### src/rtl/gpr_wb_arbiter.sv
`default_nettype none
// ============================================================================
// Module   : gpr_wb_arbiter
// Purpose  : Write-side producer for the general-purpose register file.
//            Accepts EXU and LSU results over valid/ready handshakes and
//            buffers each source in its own FIFO. It then arbitrates one pop
//            per cycle onto the registered register-file write port. Writes
//            to x0 are dropped at acceptance. A starvation counter forces an
//            EXU pop after STARVE_LIMIT consecutive lost arbitrations.
// Ports    : clk                    - clock, rising edge
//            rst                    - synchronous reset, active low
//            exu_valid/ready/rd/data - EXU result handshake
//            lsu_valid/ready/rd/data - LSU load result handshake
//            wen/waddr/wdata        - registered register-file write port
//            idle                   - no buffered entries and no write issuing
// Revision : 1.0 - initial release
// ============================================================================
module gpr_wb_arbiter #(
   parameter int ADDR_WIDTH   = 5,
   parameter int DATA_WIDTH   = 32,
   parameter int FIFO_DEPTH   = 2,
   parameter int STARVE_LIMIT = 3
) (
   input  logic                  clk,
   input  logic                  rst,
   input  logic                  exu_valid,
   output logic                  exu_ready,
   input  logic [ADDR_WIDTH-1:0] exu_rd,
   input  logic [DATA_WIDTH-1:0] exu_data,
   input  logic                  lsu_valid,
   output logic                  lsu_ready,
   input  logic [ADDR_WIDTH-1:0] lsu_rd,
   input  logic [DATA_WIDTH-1:0] lsu_data,
   output logic                  wen,
   output logic [ADDR_WIDTH-1:0] waddr,
   output logic [DATA_WIDTH-1:0] wdata,
   output logic                  idle
);

   localparam int PTR_W = (FIFO_DEPTH > 1) ? $clog2(FIFO_DEPTH) : 1;
   localparam int CNT_W = $clog2(FIFO_DEPTH) + 1;
   localparam int SC_W  = (STARVE_LIMIT > 0) ? $clog2(STARVE_LIMIT + 1) : 1;

   localparam logic [CNT_W-1:0] C_FULL   = CNT_W'(FIFO_DEPTH);
   localparam logic [CNT_W-1:0] C_CNT1   = CNT_W'(1);
   localparam logic [PTR_W-1:0] C_PTR1   = PTR_W'(1);
   localparam logic [SC_W-1:0]  C_STARVE = SC_W'(STARVE_LIMIT);
   localparam logic [SC_W-1:0]  C_SC1    = SC_W'(1);

   // ------------------------------------------------------------------------
   // FIFO storage and state
   // ------------------------------------------------------------------------
   logic [ADDR_WIDTH-1:0] exu_rd_mem_q   [FIFO_DEPTH];
   logic [DATA_WIDTH-1:0] exu_data_mem_q [FIFO_DEPTH];
   logic [ADDR_WIDTH-1:0] lsu_rd_mem_q   [FIFO_DEPTH];
   logic [DATA_WIDTH-1:0] lsu_data_mem_q [FIFO_DEPTH];

   logic [PTR_W-1:0] exu_wptr_q, exu_rptr_q, lsu_wptr_q, lsu_rptr_q;
   logic [CNT_W-1:0] exu_cnt_q, exu_cnt_d, lsu_cnt_q, lsu_cnt_d;
   logic [SC_W-1:0]  starve_q, starve_d;

   logic                  wen_q;
   logic [ADDR_WIDTH-1:0] waddr_q;
   logic [DATA_WIDTH-1:0] wdata_q;

   logic exu_accept, lsu_accept;
   logic exu_push, lsu_push;
   logic exu_ne, lsu_ne;
   logic exu_pop, lsu_pop;

   // Ready depends only on the stored count (and reset), never on this
   // cycle's pop, so a full FIFO stays closed even while it drains.
   assign exu_ready = rst && (exu_cnt_q != C_FULL);
   assign lsu_ready = rst && (lsu_cnt_q != C_FULL);

   assign exu_accept = exu_valid && exu_ready;
   assign lsu_accept = lsu_valid && lsu_ready;

   // x0 results complete the handshake but are never stored.
   assign exu_push = exu_accept && (exu_rd != '0);
   assign lsu_push = lsu_accept && (lsu_rd != '0);

   assign exu_ne = (exu_cnt_q != '0);
   assign lsu_ne = (lsu_cnt_q != '0);

   // LSU wins by default; EXU wins when it is alone or has been starved.
   assign lsu_pop = lsu_ne && !(exu_ne && (starve_q == C_STARVE));
   assign exu_pop = exu_ne && !lsu_pop;

   // ------------------------------------------------------------------------
   // Next-state for counts and the starvation counter
   // ------------------------------------------------------------------------
   always_comb begin
      exu_cnt_d = exu_cnt_q;
      case ({exu_push, exu_pop})
         2'b10:   exu_cnt_d = exu_cnt_q + C_CNT1;
         2'b01:   exu_cnt_d = exu_cnt_q - C_CNT1;
         default: exu_cnt_d = exu_cnt_q;
      endcase

      lsu_cnt_d = lsu_cnt_q;
      case ({lsu_push, lsu_pop})
         2'b10:   lsu_cnt_d = lsu_cnt_q + C_CNT1;
         2'b01:   lsu_cnt_d = lsu_cnt_q - C_CNT1;
         default: lsu_cnt_d = lsu_cnt_q;
      endcase

      // Counts cycles where EXU waits while LSU takes the port; any other
      // case (EXU popped or EXU empty) clears it.
      starve_d = '0;
      if (exu_ne && lsu_pop) begin
         starve_d = (starve_q == C_STARVE) ? starve_q : (starve_q + C_SC1);
      end
   end

   // ------------------------------------------------------------------------
   // Storage writes (contents need no reset; pointers/counts qualify them)
   // ------------------------------------------------------------------------
   always_ff @(posedge clk) begin
      if (exu_push) begin
         exu_rd_mem_q[exu_wptr_q]   <= exu_rd;
         exu_data_mem_q[exu_wptr_q] <= exu_data;
      end
      if (lsu_push) begin
         lsu_rd_mem_q[lsu_wptr_q]   <= lsu_rd;
         lsu_data_mem_q[lsu_wptr_q] <= lsu_data;
      end
   end

   // ------------------------------------------------------------------------
   // Control state and registered write port
   // ------------------------------------------------------------------------
   always_ff @(posedge clk) begin
      if (!rst) begin
         exu_wptr_q <= '0;
         exu_rptr_q <= '0;
         lsu_wptr_q <= '0;
         lsu_rptr_q <= '0;
         exu_cnt_q  <= '0;
         lsu_cnt_q  <= '0;
         starve_q   <= '0;
         wen_q      <= 1'b0;
         waddr_q    <= '0;
         wdata_q    <= '0;
      end else begin
         exu_cnt_q <= exu_cnt_d;
         lsu_cnt_q <= lsu_cnt_d;
         starve_q  <= starve_d;

         // Power-of-two depth: pointers wrap naturally at their width.
         if (exu_push) exu_wptr_q <= exu_wptr_q + C_PTR1;
         if (lsu_push) lsu_wptr_q <= lsu_wptr_q + C_PTR1;
         if (exu_pop)  exu_rptr_q <= exu_rptr_q + C_PTR1;
         if (lsu_pop)  lsu_rptr_q <= lsu_rptr_q + C_PTR1;

         if (exu_pop) begin
            wen_q   <= 1'b1;
            waddr_q <= exu_rd_mem_q[exu_rptr_q];
            wdata_q <= exu_data_mem_q[exu_rptr_q];
         end else if (lsu_pop) begin
            wen_q   <= 1'b1;
            waddr_q <= lsu_rd_mem_q[lsu_rptr_q];
            wdata_q <= lsu_data_mem_q[lsu_rptr_q];
         end else begin
            wen_q   <= 1'b0;
         end
      end
   end

   assign wen   = wen_q;
   assign waddr = waddr_q;
   assign wdata = wdata_q;
   assign idle  = (exu_cnt_q == '0) && (lsu_cnt_q == '0) && !wen_q;

endmodule
`default_nettype wire

### config.mk
export PLATFORM = sky130hd
export DESIGN_NAME = gpr_wb_arbiter
export DESIGN_NICKNAME = d
export VERILOG_FILES = /design/src/rtl/gpr_wb_arbiter.sv
export SDC_FILE = /design/constraint.sdc
export NUM_CORES = 1
export LEC_CHECK = 0
export ABC_AREA = 1
export CORE_MARGIN = 4
export CORE_UTILIZATION = 35
export DETAILED_ROUTE_END_ITERATION = 8
export PLACE_DENSITY = 0.56
export SLEW_MARGIN = 20
export SYNTH_ARGS = -nofsm -noshare
export SYNTH_HDL_FRONTEND = slang
export SYNTH_SLANG_ARGS = --single-unit
export TNS_END_PERCENT = 20
### constraint.sdc
create_clock -name clk -period 4.05 [get_ports clk]
set_clock_uncertainty 0.2 [all_clocks]
set_input_delay 0.405 -clock clk [delete_from_list [all_inputs] [get_ports clk]]
set_output_delay 0.405 -clock clk [all_outputs]
set_load 0.02 [all_outputs]
==> summary.txt <==
Power
  – VDD IR max: 0.000281 V
  – Power Total: 6.36 mW
  – Power Density: 652 mW/mm2
  – Leak Pwr: 3.73 nW

Floorplan
  – FP Rows: 53
  – Top Ports: around 120
  – Area of the core: 0.0213 mm2
  – Initial Util: 35.9%
  – DIE AREA: 0.0243 mm2
  – Chip width: approximately 160 um
  – Height of the die: 156 um

Global route
  – Initial antenna violation count: 0
  – Global-route wire length before repair: 25.4 mm
  – Global Route Usage Sum: 13.7%
  – Grt ovf: 0
  – Largest net degree at the start of global routing: 75
  – Vias in the first global route: 4,663

Yosys
  – #FFs+latches synth: 198
  – Yosys top cell by area: edfxtp_1
  – Cells after Synth: 687
  – Post-Syn Area: 0.00765 mm2
  – Compound-Gate Fraction of Synth Area: around 5.9%
  – Simple-Gate Fraction of Synth Area: ~18%
  – Sequential fraction of the synthesis area: 71.2%
  – Xor and xnor area share after synthesis: less than 1%
  – Post-synthesis adder-cell area fraction: 0.491%
  – Largest family of logic cells by synthesized area: simple AND/OR/NAND/NOR gates
  – Warnings from Yosys: 0
  – Mux contribution to synthesized area: 0.131%
  – Syn Area/Cell: 11.1 um2
  – Top-area cell type share of the netlist area: 58.1%
  – Syn Nets: 768
  – Distinct cells, synth: 25
  – Top cells by area, synth: edfxtp_1 (58%), dfxtp_1 (13%), nand2_1 (10%), o21ai_0 (5.2%), or2_2 (2.9%)

Clock network
  – Htree depth: 4
  – CTS tree: yes
  – Clk slew on worst S/H paths: about 0.070 ns
  – CTS Root Cell: clkbuf_16
  – Clock sinks: 198
  – Setup bufs post-CTS: 0
  – CTS Buf Count: 17
  – Max clock buf depth: 2
  – Skew-Pair Late Insertion Delay: roughly 0.43 ns
  – CTS Hold Buffers Added: 0
  – Resize count post-CTS: 0

Flow run
  – Max_cap viols: 0

Layout
  – Register Area: 0.00545 mm2
  – Layout cells sized above 1: between 10% and 20%
  – Antenna Diode Count: 0
  – Area Overhead vs Synth: 27.5%
  – Core Util, Final: between 40% and 50%
  – Fin cells: 1,089
  – Fillers: 1,945
  – Final nets: 882
  – Area of the multi-input gates: 0.00188 mm2

Route
  – DRC Markers: 0
  – Starting DRT DRC Count: 196
  – Drt first pass iters: 4
  – Routed WL per cell: 15.3 um
  – Drt via density: 4.47
  – Via Count: between 4,000 and 5,000
  – Routed Antenna Nets: 0
  – Final wirelength: 16.7 mm

Setup path
  – Worst EP arrival: ~2.5 ns
  – Crit path buf inv count: 2
  – Cell chain of the critical path: clkdlybuf4s50_1, nand2_1, nor2_1, nand2_1, nor2_4, buf_4
  – Crit. End Element: flip-flop
  – Crit-path max FO: 21
  – Setup CP Type: input pin to flip-flop
  – Slowest-stage cell, CP: clkdlybuf4s50_1
  – Crit path largest cell delay: 0.76 ns
  – Type of origin of the critical path: input pin
  – Largest delay share family, worst path: buffers and inverters
  – CP dominant cell by count: nand2_1
  – Worst endpoint required time: 3.97 ns

Placed design
  – Inst Count DP: 1,056
  – Post-DP HPWL: 10.8 mm
  – RD Place Congestion: 0.717
  – I/O Buffers: about 120

Timing
  – Final Max Tran Viols: 0
  – Actual slew at the worst max-slew pin: 0.973 ns
  – Period utilization: 64.6%
  – Min cycle time layout: 2.62 ns
  – Post-route setup TNS: 0 ns
  – Finish-stage setup viols: 0
  – Relative slew slack: between 30% and 40%
  – Final Hold Fails: 0
  – RSZ-0062 raised after global routing: no
  – F_max: 382 MHz

Hold path
  – Hold WC Path Type: flip-flop to flip-flop

Outcome
  – Status: finished clean
where the power goes:
group          switching [mW]  leakage, nW  total [mW]  internal (mW)
Sequential              0.193         1.77        2.67           2.48
Clock                   0.764        0.297        1.75          0.988
Combinational            1.19         1.66        1.93          0.748
placed cells by master (no fill, tap or decap), types with 2 or more instances in the layout:
cell type	count
nor2_4	4
clkinv_4	2
a21oi_4	2
clkinvlp_4	2
dfxtp_1	49
nand3_1	41
nand3b_1	2
nor2_1	23
nand2_1	203
inv_6	4
o21ai_0	79
clkbuf_16	17
ha_1	3
edfxtp_1	148
buf_4	6
clkdlybuf4s50_1	118
inv_1	52
a21oi_1	4
or2_2	36
bufinv_16	3
inv_2	4
cells by family after synthesis:
family	count (synthesis)
and+or+nand+nor	312
DFF	198
AOI/OAI and AO/OA	86
buffers and inverters	86
adders and majority gates	3
xor gates and xnor gates	1
muxes	1
worst min-delay path, stage by stage (launching register included):
cell     delay [ns]
dfxtp_1        0.31
nand2_1        0.06
nand2_1        0.04
flip-flops by register name, summed over array words and instances, names as in the netlist, 2 cells and up, named ones only:
signal	flops
exu_cnt_q	2
exu_data_mem_q	64
exu_rd_mem_q	10
lsu_cnt_q	2
lsu_data_mem_q	64
lsu_rd_mem_q	10
starve_q	2
waddr	5
wdata	32
through the flow:
| stage | hold slack, ns | cell area, um2 | setup WS (ns) |
|---|---|---|---|
| detailed placement | 0.240 | 9100 | 0.914 |
| global route | 0.272 | 9750 | 1.26 |
| CTS | 0.255 | 9720 | 1.41 |
| floorplan | 0.267 | 7650 | 1.05 |
| finish | 0.252 | 9750 | 1.43 |
| global placement | 0.239 | 9100 | 0.994 |
routing by layer:
layer,wire length [um],part of all wire (%),up-vias,track usage (%)
met5,0,0,-,0
li1,-,-,2513,-
met2,7930,48,94,22.0
met1,7940,48,2234,18.6
met3,530,3.2,23,2.72
met4,263,1.6,0,5.25
final timing paths:
check / startpoint / to / slack (ns) / depth (start not counted)
worst max-delay path: rst / lsu_data_mem_q[0][21] / 1.43 / 6
worst min-delay path: waddr[2] / waddr[2] / 0.25 / 2
worst max register to register: starve_q[0] / exu_cnt_q[1] / 1.63 / 8
worst min register to register: waddr[2] / waddr[2] / 0.25 / 2
synthesized netlist by cell type, drive strengths merged:
master	instances
nand2	203
edfxtp	148
o21ai	80
inv	56
dfxtp	50
nand3	41
or2	36
nor2	28
buf	17
clkbuf	13
a21oi	6
ha	3
nand3b	2
mux2i	1
nor3	1
nor3b	1
xor2	1
final cells by class:
type | count | area share (%)
flip-flops and latches | 198 | 55.9
multi-input cells | 403 | 19.3
repair buffers | 125 | 12.9
clock buffers | 17 | 4.36
well taps | 275 | 3.53
inverters | 56 | 2.15
clock inverters | 15 | 1.99
Note: power is estimated with default switching activity, not from simulation.
